==> src/rtl/bmult_prod_accum_if.sv <==
// Product-in / result-out bus for the bit-heap multiplier product accumulator.
// master = product producer + result consumer, slave = accumulator.
interface bmult_prod_accum_if #(
   parameter int P_W   = 16,
   parameter int ACC_W = 24,
   parameter int CNT_W = 5
);
   // Both channels use strict valid/ready: a transfer happens on a rising edge
   // where valid && ready; valid and its payload hold until that edge, and a
   // valid never waits on ready combinationally.
   logic             p_valid;
   logic             p_ready;
   logic [P_W-1:0]   p_data;
   logic             p_last;
   logic             out_valid;
   logic             out_ready;
   logic [ACC_W-1:0] out_data;
   logic [CNT_W-1:0] out_cnt;
   logic             out_ovf;

   modport master (
      output p_valid, p_data, p_last, out_ready,
      input  p_ready, out_valid, out_data, out_cnt, out_ovf
   );

   modport slave (
      input  p_valid, p_data, p_last, out_ready,
      output p_ready, out_valid, out_data, out_cnt, out_ovf
   );
endinterface

==> src/rtl/bmult_prod_accum.sv <==
// Accumulates multiplier products into a dot-product sum, closed by p_last or MAX_TERMS.
// Define BMULT_ACC_SAT_EN to saturate the sum at all-ones instead of wrapping.
module bmult_prod_accum #(
   parameter int P_W       = 16,
   parameter int ACC_W     = 24,
   parameter int MAX_TERMS = 16,
   parameter int CNT_W     = $clog2(MAX_TERMS + 1)
) (
   input  logic                    clk,
   input  logic                    rst,
   bmult_prod_accum_if.slave       bus,
   output logic [1:0]              o_state
);

   typedef enum logic [1:0] {
      S_IDLE  = 2'd0,
      S_ACCUM = 2'd1,
      S_HOLD  = 2'd2
   } state_t;

   localparam logic [CNT_W-1:0] MAX_CNT = CNT_W'(MAX_TERMS);

   state_t             r_state;
   logic [ACC_W-1:0]   r_acc;
   logic [CNT_W-1:0]   r_cnt;
   logic               r_ovf;
   logic               r_out_valid;
   logic [ACC_W-1:0]   r_out_data;
   logic [CNT_W-1:0]   r_out_cnt;
   logic               r_out_ovf;

   logic               w_p_ready;
   logic               w_accept;
   logic               w_first;
   logic [ACC_W-1:0]   w_base_acc;
   logic [CNT_W-1:0]   w_base_cnt;
   logic               w_base_ovf;
   logic [ACC_W:0]     w_sum_full;
   logic               w_carry;
   logic [ACC_W-1:0]   w_sum_next;
   logic [CNT_W-1:0]   w_cnt_next;
   logic               w_ovf_next;
   logic               w_term;

   assign w_p_ready  = (r_state != S_HOLD);
   assign w_accept   = bus.p_valid && w_p_ready;

   // A term accepted from IDLE starts a fresh sum regardless of stale registers.
   assign w_first    = (r_state == S_IDLE);
   assign w_base_acc = w_first ? '0 : r_acc;
   assign w_base_cnt = w_first ? '0 : r_cnt;
   assign w_base_ovf = w_first ? 1'b0 : r_ovf;

   assign w_sum_full = (ACC_W+1)'(w_base_acc) + (ACC_W+1)'(bus.p_data);
   assign w_carry    = w_sum_full[ACC_W];

`ifdef BMULT_ACC_SAT_EN
   assign w_sum_next = w_carry ? {ACC_W{1'b1}} : w_sum_full[ACC_W-1:0];
`else
   assign w_sum_next = w_sum_full[ACC_W-1:0];
`endif

   assign w_cnt_next = w_base_cnt + CNT_W'(1);
   assign w_ovf_next = w_base_ovf | w_carry;
   assign w_term     = bus.p_last || (w_cnt_next == MAX_CNT);

   always_ff @(posedge clk) begin
      if (rst) begin
         r_state     <= S_IDLE;
         r_acc       <= '0;
         r_cnt       <= '0;
         r_ovf       <= 1'b0;
         r_out_valid <= 1'b0;
         r_out_data  <= '0;
         r_out_cnt   <= '0;
         r_out_ovf   <= 1'b0;
      end else begin
         case (r_state)
            S_IDLE, S_ACCUM: begin
               if (w_accept) begin
                  if (w_term) begin
                     r_out_data  <= w_sum_next;
                     r_out_cnt   <= w_cnt_next;
                     r_out_ovf   <= w_ovf_next;
                     r_out_valid <= 1'b1;
                     r_acc       <= '0;
                     r_cnt       <= '0;
                     r_ovf       <= 1'b0;
                     r_state     <= S_HOLD;
                  end else begin
                     r_acc   <= w_sum_next;
                     r_cnt   <= w_cnt_next;
                     r_ovf   <= w_ovf_next;
                     r_state <= S_ACCUM;
                  end
               end
            end
            S_HOLD: begin
               // Result fields keep their values after the handshake.
               if (bus.out_ready) begin
                  r_out_valid <= 1'b0;
                  r_state     <= S_IDLE;
               end
            end
            default: r_state <= S_IDLE;
         endcase
      end
   end

   assign bus.p_ready   = w_p_ready;
   assign bus.out_valid = r_out_valid;
   assign bus.out_data  = r_out_data;
   assign bus.out_cnt   = r_out_cnt;
   assign bus.out_ovf   = r_out_ovf;
   assign o_state       = r_state;

endmodule

==> src/flat_wrapper.sv <==
// flat-port wrapper written by rule: the top's interface ports become plain ports
module bmult_prod_accum_flat 
#(
   parameter int P_W       = 16,
   parameter int ACC_W     = 24,
   parameter int MAX_TERMS = 16,
   parameter int CNT_W     = $clog2(MAX_TERMS + 1)
)
  (clk, rst, o_state, bus_p_valid, bus_p_data, bus_p_last, bus_out_ready, bus_p_ready, bus_out_valid, bus_out_data, bus_out_cnt, bus_out_ovf);
  bmult_prod_accum_if #(.P_W(P_W), .ACC_W(ACC_W), .CNT_W(CNT_W)) bus_i ();
  input  logic clk;
  input  logic rst;
  output logic [1:0] o_state;
  input wire logic [$bits(bus_i.p_valid)-1:0] bus_p_valid;
  input wire logic [$bits(bus_i.p_data)-1:0] bus_p_data;
  input wire logic [$bits(bus_i.p_last)-1:0] bus_p_last;
  input wire logic [$bits(bus_i.out_ready)-1:0] bus_out_ready;
  output wire logic [$bits(bus_i.p_ready)-1:0] bus_p_ready;
  output wire logic [$bits(bus_i.out_valid)-1:0] bus_out_valid;
  output wire logic [$bits(bus_i.out_data)-1:0] bus_out_data;
  output wire logic [$bits(bus_i.out_cnt)-1:0] bus_out_cnt;
  output wire logic [$bits(bus_i.out_ovf)-1:0] bus_out_ovf;
  assign bus_i.p_valid = bus_p_valid;
  assign bus_i.p_data = bus_p_data;
  assign bus_i.p_last = bus_p_last;
  assign bus_i.out_ready = bus_out_ready;
  assign bus_p_ready = bus_i.p_ready;
  assign bus_out_valid = bus_i.out_valid;
  assign bus_out_data = bus_i.out_data;
  assign bus_out_cnt = bus_i.out_cnt;
  assign bus_out_ovf = bus_i.out_ovf;
  bmult_prod_accum #(.P_W(P_W), .ACC_W(ACC_W), .MAX_TERMS(MAX_TERMS), .CNT_W(CNT_W)) u_core (.clk(clk), .rst(rst), .bus(bus_i), .o_state(o_state));
endmodule
==> config.mk <==
export PLATFORM = sky130hd
export DESIGN_NAME = bmult_prod_accum_flat
export DESIGN_NICKNAME = d
export VERILOG_FILES = /design/src/rtl/bmult_prod_accum_if.sv /design/src/rtl/bmult_prod_accum.sv /design/src/flat_wrapper.sv
export SDC_FILE = /design/constraint.sdc
export NUM_CORES = 1
export LEC_CHECK = 0
export CAP_MARGIN = 20
export CORE_MARGIN = 8
export CORE_UTILIZATION = 55
export CTS_CLUSTER_DIAMETER = 120
export DETAILED_ROUTE_END_ITERATION = 6
export HOLD_SLACK_MARGIN = 0.06
export MAX_ROUTING_LAYER = met4
export PLACE_DENSITY_LB_ADDON = 0.25
export SLEW_MARGIN = 20
export SYNTH_ARGS = -nofsm -noshare
export SYNTH_HDL_FRONTEND = slang
export SYNTH_SLANG_ARGS = --single-unit
==> constraint.sdc <==
create_clock -name clk -period 3.71 [get_ports clk]
set_clock_uncertainty 0.15 [all_clocks]
set_input_delay 0.5565 -clock clk [delete_from_list [all_inputs] [get_ports clk]]
set_output_delay 0.5565 -clock clk [all_outputs]
set_load 0.02 [all_outputs]
# --- Yosys cells after proc, flatten, opt, wreduce, memory -nomap -nowiden ---
# Cells that the tools add are included.
word_totals:
  inputBits: 21
  output_inout_bits: 34
  ff_bits: 63
classes:
  n_mux: 14
  eq_ne: 7
  addsub: 2
  n_reduce_logical: 9
  bitwise_logic: 1
ops:
  columns: ["cell", "count"]
  rows:
  - ["2-to-1 mux 24 bit", 2]
  - ["adder 24 x 16 -> 25 bit", 1]
  - ["2-to-1 mux 5 bit", 2]
  - ["2-to-1 mux 2 bit", 3]
  - ["adder 5 x 1 -> 5 bit (second input constant)", 1]
  - ["equality test 5 bit (second input constant)", 1]
  - ["2-to-1 mux 1 bit", 5]
  - ["inequality test 2 x 1 -> 1 bit (second input constant)", 2]
  - ["inequality test 2 bit (second input constant)", 2]
  - ["one-hot mux 2 bit (2 select lines)", 1]
  - ["AND reduction 2 bit", 2]
  - ["AND reduction 4 bit", 1]
  - ["AND reduction 3 bit", 1]
  - ["equality test 2 x 1 -> 1 bit (second input constant)", 1]
  - ["equality test 2 bit (second input constant)", 1]
  - ["zero test 2 bit", 1]
  - ["one-hot mux 1 bit (2 select lines)", 1]
  - ["nonzero test 2 bit", 1]
  - ["OR reduction 2 bit", 1]
  - ["logical AND 1 bit", 1]
  - ["logical OR 1 bit", 1]
  - ["OR 1 bit", 1]

# --- Depth between registers and ports, before layout ---
# Gate-level depths: netlist (run 1).
depth:
  word_depth: 8
  depth_mapped: 14
  ltp_nobuf: 11

# --- Least setup slack after synthesis (run 1) ---
# No wires, ideal clock.
synth_path:
  path_kind: "flip-flop to flip-flop"
  startpoint: "register u_core.r_state[1] (netlist: u_core.o_state[1])"
  endpoint: "register u_core.r_out_data[18] (netlist: u_core.bus.out_data[18])"
  n_path_buf: 3
  slack_ns: 0.269
  t_required_ns: 3.459
  t_arrival_ns: 3.190
  setup_ns: 0.101
  stages_incl_launch_ff: 15
  period_less_slack_ns: 3.441
  path_cell_list: "dfxtp_1 > or2_1 > clkbuf_1 > clkbuf_1 > and2_1 > ha_1 > inv_1 > fa_1 > nand2b_1 > a21o_1 > a211oi_1 > or3_1 > buf_2 > a221oi_1 > o41ai_1"
synth_between:
  elab_chain_len: 6
  word_cells_on_any_way: 12
  classes_between: "add/sub (2); eq/ne (3); mux (2); reduce/logical (5)"
synth_rtl:
  columns: ["element", "line_no", "rtl"]
  rows:
  - ["start, declared", "bmult_prod_accum.sv:23", "state_t r_state;"]
  - ["start signal, assigned", "bmult_prod_accum.sv:69", "r_state <= S_IDLE;"]
  - ["start signal, assigned", "bmult_prod_accum.sv:89", "r_state <= S_HOLD;"]
  - ["start signal, assigned", "bmult_prod_accum.sv:94", "r_state <= S_ACCUM;"]
  - ["zero test 2 bit", "bmult_prod_accum.sv:49, bmult_prod_accum.sv:78", null]
  - ["2-to-1 mux 5 bit", "bmult_prod_accum.sv:51", "assign w_base_cnt = w_first ? '0 : r_cnt;"]
  - ["adder 5 x 1 -> 5 bit", "bmult_prod_accum.sv:63", "assign w_cnt_next = w_base_cnt + CNT_W'(1);"]
  - ["equality test 5 bit", "bmult_prod_accum.sv:65", "assign w_term = bus.p_last || (w_cnt_next == MAX_CNT);"]
  - ["logical OR 1 bit", "bmult_prod_accum.sv:65", null]
  - ["AND reduction 3 bit (no source line)", null, null]
  - ["end signal, assigned", "bmult_prod_accum.sv:82", "r_out_data <= w_sum_next;"]
  - ["end, declared", "bmult_prod_accum.sv:28", "logic [ACC_W-1:0] r_out_data;"]
# Parallel ways exist; a longest one is shown, timed or not.
# A chain may end at the register's enable or synchronous reset.

# --- Final worst setup path (run 1) ---
# Same ends and word-level chain as after synthesis.

==> results by group, run 1 <==
Run status
  • Outcome: finished, final reports clean

Final layout
  • Fillers: between 600 and 700
  • Post-Route Utilization: between 60% and 70%
  • N_diodes: 0
  • Layout cell share with drive strength beyond 1: under 10%
  • Area delta synth->final: 21.0%
  • Design area: roughly 0.0048 mm²
  • Fin nets: just under 600
  • Layout Cells excl Fill: 652

Drt
  • Detailed Route Iter0 Violations: about 150
  • WL final: between 10000 and 15000 µm
  • Met2 routed WL: 5140 µm
  • Avg Vias per Cell: around 5.9
  • Avg WL per Cell: 16.6 µm
  • # DRC: 0
  • Top sig layer: met4
  • Vias: 3848
  • Met3 wire length: 505 µm
  • Pre-antenna DRT Iters: 4
  • Antenna Nets Post-Route: 0
  • M1 WL: 5010 µm

Clock tree
  • Root Driver: clkbuf_8
  • Bufs on Longest Clock Path: 2
  • Reg clk slew, reported paths: 0.07 ns
  • Post-CTS setup-driven buffer insertion count: 0
  • CTS tree: yes
  • Hold Buf Count CTS: 0
  • Post-CTS sizing: 0
  • CTS sink cnt: 63
  • CTS Buf Count: 9
  • # H-tree levels: 3
  • Worst skew pair latency: 0.34 ns

Logic synthesis
  • Ranking of synthesized cells by area: dfxtp_1 (32%), nand2_1 (6.4%), a21oi_1 (5.7%)
  • Sequential element share of the synthesized area: between 30% and 40%
  • Synth Flop Type: dfxtp_1
  • Asr flop ratio synth: 0%
  • Post-synth top area share: 31.9%
  • Unique cell type count in the Yosys netlist: 71
  • Yosys reg bits: 63
  • Number of synthesized flops with an enable pin: 0
  • Synthesized instance count: 501
  • Cell type with the highest aggregate area in the netlist: dfxtp_1
  • Syn Area/Cell: about 8 µm²
  • Mapped Nets: ~540
  • Mapped cell area: 0.00396 mm²
  • Warnings, synthesis: 0

Global routing
  • Vias in the first global route: ~3500
  • Gr usage total: roughly 22%
  • Largest net degree at the start of global routing: 37
  • Overflow after GRT: 0
  • Initial antenna violation count: 0
  • First-pass GRT wire length: 17500 µm

Power and ir drop
  • Sw frac: 27.9%
  • Register share of total power: 43.3%
  • Switching pwr: 461 µW
  • Internal power: 1.19 mW
  • PwrDens: between 300 and 400 mW/mm²
  • Leak: 1.80 nW
  • Clock power share: 39.8%
  • Gate power share: 16.9%
  • Peak supply drop: around 220 µV
  • Pwr Total: 1.65 mW

Floorplan
  • DIE AREA: 0.0102 mm²
  • Initial Util: 55.8%
  • Die height: 101 µm
  • # rows: 31
  • Die span in x: ~100 µm
  • I/O pins: 55
  • Core Area: slightly above 0.007 mm²

STA
  • Setup WS post-layout: 0.340 ns
  • Slew Limit Fails: 0
  • Final hold slack: 0.300 ns
  • Setup TNS: 0 ns
  • RSZ-0062 raised after global routing: no
  • Max-slew headroom at the worst pin: 64.6%
  • Final period util: 90.8%
  • Min Tclk post-route: 3.37 ns
  • Worst-margin pin slew: 0.525 ns
  • Fmax: 0.297 GHz
  • Final-report setup violation count: 0
  • Hold Fails Final Rpt: 0

Critical path
  • Critical Path RT: 3.79 ns
  • CP Class: reg -> reg
  • Worst setup EP type: flop
  • Critical Path Fanout Max: 13
  • Critical Path Start Type: flop
  • Worst EP arrival: ~3.5 ns

Placement
  • Port bufs: 54
  • Post-detail-place hpwl: 7970 µm
  • Post-DP Area: between 0.004 and 0.005 mm²
  • Placer congestion estimate: between 0.8 and 0.9
  • Placed insts: 636
  • Place WS: 0.388 ns

Flow run
  • Max-cap violations: 0

Worst hold path
  • Min-Delay Path Class: reg -> reg
sequential cells by signal (all words and copies together), names as in the netlist:
signal / flops
u_core.bus.out_cnt: 5
u_core.r_cnt: 5
u_core.bus.out_data: 24
u_core.bus.out_valid: 1
u_core.o_state: 2
u_core.r_ovf: 1
u_core.r_acc: 24
u_core.bus.out_ovf: 1
cells by family (layout without fill, tap and decap cells):
| logic type | Yosys count | count (layout) | synth area share, % |
|---|---|---|---|
| AOI/OAI and AO/OA | 141 | 141 | 24.7 |
| xor gates and xnor gates | 17 | 17 | 3.95 |
| adders and majority gates | 19 | 19 | 6.20 |
| buffers and inverters | 43 | 95 | 4.62 |
| DFF | 63 | 63 | 31.9 |
| muxes | 1 | 1 | 0.253 |
| and+or+nand+nor | 217 | 217 | 28.4 |
power groups by stage:
stage                     sequential (mW)  clock (mW)  combinational, mW
after floorplan                     0.750           0              0.148
after global placement              0.730           0              0.274
after detailed placement            0.731           0              0.276
after CTS                           0.715       0.664              0.278
after global routing                0.718       0.697              0.302
final                               0.715       0.658              0.279
cell type report:
class | instances | area, µm² | area share, %
Inverter | 12 | 45.0 | 0.941
Sequential cell | 63 | 1260 | 26.3
Multi-Input combinational cell | 395 | 2510 | 52.5
Timing Repair Buffer | 67 | 633 | 13.2
Clock buffer | 10 | 128 | 2.67
Clock inverter | 6 | 83.8 | 1.75
Tap cell | 99 | 124 | 2.59
critical path: stages (launching register included):
cell and delay, ns:
dfxtp_1 0.46, or2_1 0.40, and2_1 0.19, ha_1 0.16, inv_1 0.06, fa_1 0.39
nand2b_1 0.19, a21o_1 0.21, a211oi_1 0.30, or3_1 0.29, a221oi_1 0.12, o41ai_1 0.35
layer usage:
metal  vias up  track usage (%)
li1       1903                -
met1      1822             27.5
met2       108             35.6
met3        15             3.73
met4         0             7.79
met5         -                -
worst paths after layout:
| kind | startpoint | end | slack [ns] | cells after the start |
|---|---|---|---|---|
| worst min-delay path | u_core.bus.out_cnt[3] | u_core.bus.out_cnt[3] | 0.30 | 2 |
| worst max-delay path | u_core.o_state[1] | u_core.bus.out_data[18] | 0.34 | 11 |
| worst max register to register | u_core.o_state[1] | u_core.bus.out_data[18] | 0.34 | 11 |
| worst min register to register | u_core.bus.out_cnt[3] | u_core.bus.out_cnt[3] | 0.30 | 2 |
cells in the mapped netlist (3+ instances only):
| cell type | count |
|---|---|
| nand3_1 | 25 |
| nand4_1 | 7 |
| nand2b_1 | 5 |
| xnor2_1 | 10 |
| nand2_1 | 67 |
| nor2b_1 | 5 |
| buf_2 | 9 |
| nand3b_1 | 9 |
| xor2_1 | 6 |
| or3_1 | 10 |
| o21ai_1 | 3 |
| a211oi_1 | 9 |
| or2_2 | 3 |
| o211ai_1 | 7 |
| and2_1 | 17 |
| dfxtp_1 | 63 |
| a22oi_1 | 4 |
| inv_1 | 12 |
| o21ai_0 | 27 |
| a21oi_1 | 45 |
| nor2_1 | 37 |
| nor3_1 | 11 |
| clkbuf_1 | 18 |
| a311oi_1 | 5 |
| a21o_1 | 10 |
| o211a_1 | 3 |
| ha_1 | 18 |
placed cells by master, fill, tap and decap left out, drive strengths merged, types with 3 or more instances in the layout:
cell | netlist | layout
a211oi | 9 | 9
a21o | 10 | 10
a21oi | 47 | 47
a22oi | 4 | 4
a311oi | 6 | 6
and2 | 18 | 18
buf | 11 | 14
clkbuf | 20 | 10
clkdlybuf4s50 | 0 | 53
clkinv | 0 | 3
dfxtp | 63 | 63
ha | 18 | 18
inv | 12 | 13
nand2 | 68 | 68
nand2b | 5 | 5
nand3 | 26 | 26
nand3b | 9 | 9
nand4 | 7 | 7
nor2 | 39 | 39
nor2b | 5 | 5
nor3 | 12 | 12
nor3b | 3 | 3
o211a | 3 | 3
o211ai | 7 | 7
o21ai | 30 | 30
or2 | 4 | 4
or3 | 10 | 10
xnor2 | 10 | 10
xor2 | 7 | 7
Note: power is estimated with default switching activity, not from simulation.
==> run 2, diff against run 1 <==
--- a/config.mk
+++ b/config.mk
@@ -12,7 +12,7 @@
 export DETAILED_ROUTE_END_ITERATION = 6
 export HOLD_SLACK_MARGIN = 0.06
 export MAX_ROUTING_LAYER = met4
-export PLACE_DENSITY_LB_ADDON = 0.25
+export PLACE_DENSITY = 0.9
 export SLEW_MARGIN = 20
 export SYNTH_ARGS = -nofsm -noshare
 export SYNTH_HDL_FRONTEND = slang
==> run 2 against run 1 <==
Against the previous run:
- die area stayed put
- non-clock buffer count is 1 lower
- via count grew 1.7%
- clock-buffer cell count up 2
- design area decreased by 0.76%
- hold slack worse by 0.0012 ns
- flip-flop and latch count unchanged
- critical path type unchanged
- highest routed layer unchanged
==> results by group, run 2 (synthesis results as in run 1) <==
Run status
  • Outcome: finished, final reports clean

Global routing
  • First-pass GRT wire length: 19100 µm
  • Gr usage total: 24.2%
  • Vias in the first global route: 3928
  • Overflow after GRT: 0
  • Initial antenna violation count: 0
  • Largest net degree at the start of global routing: 35

Floorplan
  • Die height: 101 µm
  • DIE AREA: 0.0102 mm²
  • # rows: 31
  • Initial Util: 55.8%
  • Core Area: 0.00710 mm²
  • Die span in x: ~100 µm
  • I/O pins: 55

STA
  • Slew Limit Fails: 0
  • Fmax: 0.292 GHz
  • Setup TNS: 0 ns
  • Final-report setup violation count: 0
  • RSZ-0062 raised after global routing: no
  • Final period util: 92.4%
  • Min Tclk post-route: 3.43 ns
  • Setup WS post-layout: approximately 0.28 ns
  • Max-slew headroom at the worst pin: 53.1%
  • Final hold slack: 0.299 ns
  • Worst-margin pin slew: roughly 0.7 ns
  • Hold Fails Final Rpt: 0

Placement
  • Port bufs: 54
  • Post-detail-place hpwl: 8400 µm
  • Post-DP Area: around 0.0046 mm²
  • Placer congestion estimate: 0.984
  • Place WS: 0.214 ns

Clock tree
  • CTS sink cnt: 63
  • Bufs on Longest Clock Path: 2
  • CTS tree: yes
  • Root Driver: clkbuf_8
  • CTS Buf Count: 9
  • Worst skew pair latency: ~0.36 ns
  • Reg clk slew, reported paths: about 0.07 ns
  • # H-tree levels: 3

Drt
  • WL final: 11500 µm
  • Vias: roughly 4000
  • # DRC: 0
  • Detailed Route Iter0 Violations: 307
  • Antenna Nets Post-Route: 0
  • Pre-antenna DRT Iters: 4
  • Avg Vias per Cell: 6.02
  • Avg WL per Cell: 17.7 µm

Final layout
  • Most common cell after layout, fill and taps aside: nand2_1
  • Most frequent cells in the layout: nand2_1 (67), dfxtp_1 (63), clkdlybuf4s50_1 (53)
  • Design area: 0.00475 mm²
  • Layout cell share with drive strength beyond 1: 9.26%
  • Area delta synth->final: 20.1%
  • Fin nets: 587
  • N_diodes: 0

Worst hold path
  • Min-Delay Path Class: reg -> reg

Critical path
  • CP max-delay cell: o31ai_2
  • Critical Path Start Type: flop
  • Largest stage delay on the critical path: 0.66 ns
  • Worst setup EP type: flop
  • Cell chain of the critical path: or2_2, buf_4, and2_1, ha_1, o21ai_0, a21oi_1, o22ai_1, o31ai_2, nand3_1, a211oi_1
  • Critical Path RT: 3.83 ns
  • Worst EP arrival: around 3.6 ns
  • Critical Path Fanout Max: 17
  • CP Class: reg -> reg

Power and ir drop
  • Leak: 1.78 nW
  • PwrDens: 331 mW/mm²
  • Peak supply drop: approximately 180 µV

Flow run
  • Max-cap violations: 0
## run 2: path summary, 6_finish.rpt
path                         to  slack (ns)               from  cells after the start
max          u_core.bus.out_ovf        0.28  u_core.o_state[1]                     10
min            u_core.r_acc[12]        0.30   u_core.r_acc[12]                      2
max reg2reg  u_core.bus.out_ovf        0.28  u_core.o_state[1]                     10
min reg2reg    u_core.r_acc[12]        0.30   u_core.r_acc[12]                      2
## run 2: repair_timing
action,4_1_cts,5_1_grt
endpoints found under the hold margin,0,0
setup buffers,0,0
gates resized for setup,0,1
hold buffers,0,0
setup endpoints to repair,0,8
## run 2: area by class of cell
cell class,count,area (µm²)
timing repair buffer,66,626
inverter,12,45.0
fill,594,2350
clock buffer,12,165
sequential,63,1260
tap,99,124
multi-input combinational,395,2510
clock inverter,3,17.5
## run 2: per-stage QoR
step,util (%),cells,power [mW]
after global routing,66.9,650,1.64
final,66.9,650,1.58
after detailed placement,64.4,635,1.01
after CTS,66.9,650,1.57
after global placement,64.4,635,1.00
after floorplan,-,501,0.898
## run 2: critical path, delay by kind of cell, from the launching register on
| family | cells | cell delay (ns) |
|---|---|---|
| buffers and inverters | 1 | 0.25 |
| AO/OA/AOI/OAI | 5 | 1.32 |
| flip-flops | 1 | 0.37 |
| AND/OR/NAND/NOR | 3 | 0.86 |
| adder cells (fa/ha/maj) | 1 | 0.40 |
## run 2: where the power goes
part	total (mW)	internal [mW]	switching [mW]
clock network	0.577	0.291	0.286
registers	0.716	0.702	0.0147
logic	0.282	0.112	0.169
## run 2: routing by layer
layer  vias to the layer above  track usage, %  share of wire, %
li1                       1897               -                 -
met1                      1831            27.7                42
met2                       151            39.3                48
met3                        36            3.94               5.9
met4                         0            13.7               3.7
met5                         -               -                 0
==> run 3, diff against run 2 <==
==> constraint.sdc (replaced) <==
create_clock -name clk -period 3.3 [get_ports clk]
set_clock_uncertainty 0.15 [all_clocks]
set_input_delay 0.495 -clock clk [delete_from_list [all_inputs] [get_ports clk]]
set_output_delay 0.495 -clock clk [all_outputs]
set_load 0.02 [all_outputs]
==> run 3 against run 2 <==
Against the previous run:
- setup slack worse by 0.026 ns
- non-clock buffer count up 9
- via count up 1.6%
- register-to-register slack got worse by 0.03 ns
- die area unchanged
- sequential power up 12%
- utilization increased by 1.3 points
- clock power rose by 21%
- design area up 1.9%
- critical path type unchanged
- largest power group unchanged
==> results by group, run 3 (synthesis results as in run 1) <==
Critical path
  • Largest stage delay on the critical path: 0.43 ns
  • Critical Path Start Type: flop
  • Top delay family on crit path: simple AND/OR/NAND/NOR gates
  • Cell chain of the critical path: or2_4, buf_4, and2_1, ha_1, nand4_1, a2111oi_4, nor3b_2, o2111a_1, a211o_1
  • Critical Path Fanout Max: 16
  • Worst setup EP type: flop
  • Bufs and invs on worst path: 1
  • Worst EP arrival: 3.15 ns
  • Critical Path RT: 3.40 ns
  • CP Class: reg -> reg
  • Critical R2R Launch: u_core.o_state[1]
  • R2R cell count: 9
  • R2r setup slk: roughly 0.25 ns
  • Reg-to-reg endpoint: u_core.bus.out_data[17]
  • CP max-delay cell: ha_1

Clock tree
  • Hold Buf Count CTS: 0
  • Root Driver: clkbuf_8
  • # H-tree levels: 3
  • Bufs on Longest Clock Path: 2
  • CTS sink cnt: 63
  • CTS tree: yes
  • Worst skew pair latency: 0.36 ns
  • CTS Buf Count: 9
  • Reg clk slew, reported paths: 0.08 ns

Power and ir drop
  • Leak: about 1.8 nW
  • Pwr Total: roughly 1.8 mW
  • PwrDens: ~380 mW/mm²
  • Peak supply drop: 255 µV

STA
  • Final-report setup violation count: 0
  • Hold Fails Final Rpt: 0
  • Worst-margin pin slew: 0.982 ns
  • Fmax: ~0.33 GHz
  • Max-slew headroom at the worst pin: around a third
  • RSZ-0062 raised after global routing: no
  • Min Tclk post-route: 3.05 ns
  • Setup TNS: 0 ns
  • Slew Limit Fails: 0
  • Final period util: between 90% and 100%

Final layout
  • Area delta synth->final: 22.4%
  • Reg area: 0.00126 mm²
  • Fin nets: 596
  • Fillers: 614
  • Most common cell after layout, fill and taps aside: nand2_1
  • Layout cell share with drive strength beyond 1: 11.1%
  • Most frequent cells in the layout: nand2_1 (67), dfxtp_1 (62), clkdlybuf4s50_1 (53)
  • N_diodes: 0
  • Footprint of the multi-input gates: about 0.0025 mm²
  • Design area: 0.00484 mm²

Placement
  • Post-detail-place hpwl: 8330 µm
  • Port bufs: 54
  • Post-DP Area: 0.00464 mm²
  • Placer congestion estimate: 0.955

Floorplan
  • # rows: 31
  • I/O pins: 55
  • Core Area: ~0.007 mm²
  • Initial Util: ~56%
  • Die height: around 100 µm
  • Die span in x: 101 µm
  • DIE AREA: approximately 0.010 mm²

Global routing
  • Vias in the first global route: between 3000 and 4000
  • Gr usage total: a little under a quarter
  • First-pass GRT wire length: about 18000 µm
  • Overflow after GRT: 0
  • Initial antenna violation count: 0
  • Largest net degree at the start of global routing: 47

Drt
  • Vias: 3977
  • Pre-antenna DRT Iters: 5
  • Antenna Nets Post-Route: 0
  • Avg Vias per Cell: 6.03
  • Met3 wire length: approximately 700 µm
  • Top sig layer: met4
  • # DRC: 0
  • Met2 routed WL: 5480 µm
  • Detailed Route Iter0 Violations: 259
  • M1 WL: 4780 µm
  • Avg WL per Cell: between 15 and 20 µm
  • WL final: roughly 11000 µm

Worst hold path
  • Min-Delay Path Class: reg -> reg
  • Worst Hold Depth: 2
  • End of the worst hold path: u_core.bus.out_data[7]
  • Hold Startpoint: u_core.bus.out_data[7]

Flow run
  • Max-cap violations: 0

Run status
  • Outcome: finished, final reports clean
run 3: changes by cell type in the layout (fill, tap and decap cells not counted), sizes merged:
cell    delta
buf        +9
bufinv     +1
clkbuf     -1
inv        +1
run 3: how the worst max path moves through the flow:
| stage | startpoint | to | slack [ns] | depth (start not counted) |
|---|---|---|---|---|
| 2_1_floorplan | u_core.o_state[0] | u_core.bus.out_data[18] | 0.009 | 14 |
| 3_3_place_gp | bus_p_data[0] | u_core.bus.out_data[18] | 0.18 | 10 |
| 3_5_place_dp | u_core.o_state[1] | u_core.bus.out_data[19] | 0.12 | 10 |
| 4_1_cts | u_core.o_state[1] | u_core.bus.out_data[19] | 0.08 | 10 |
| 5_1_grt | u_core.o_state[1] | u_core.bus.out_data[16] | 0.1 | 12 |
| 6_report | u_core.o_state[1] | u_core.bus.out_data[17] | 0.25 | 9 |
run 3: power breakdown:
group          switching, mW  total (mW)  leakage (nW)  internal [mW]
Sequential            0.0153       0.804         0.513          0.789
Combinational          0.192       0.323          1.22          0.131
Clock                  0.332       0.701        0.0997          0.370
run 3: routing by layer:
layer / track usage [%] / vias to the layer above
li1: - / 1912
met2: 39.2 / 178
met1: 26.1 / 1847
met3: 4.77 / 40
met4: 10.9 / 0
met5: - / -
run 3: worst min-delay path: stages, from the launching register on:
cell     delay [ns]
dfxtp_1        0.31
nand2_1        0.05
a21oi_1        0.05
run 3: per-stage QoR:
| step | instances | hold WS (ns) | worst slack, ns | util [%] |
|---|---|---|---|---|
| floorplan | 501 | 0.267 | 0.00878 | - |
| global placement | 644 | 0.283 | 0.183 | 65.3 |
| detailed placement | 644 | 0.294 | 0.123 | 65.3 |
| CTS | 660 | 0.304 | 0.0784 | 68.1 |
| global route | 660 | 0.328 | 0.0984 | 68.2 |
| finish | 660 | 0.303 | 0.255 | 68.2 |
run 3: area by class of cell:
cell class	instances	area share, %
sequential	63	26.1
multi-input combinational	395	52.0
timing repair buffer	75	14.3
clock buffer	11	2.92
clock inverter	5	1.16
tap	99	2.56
inverter	12	0.930
run 3: repair_timing:
action / 4_1_cts / 5_1_grt
setup endpoints to repair: 0 / 14
setup buffers: 0 / 0
hold endpoints to repair: 0 / 0
resized for setup: 0 / 3
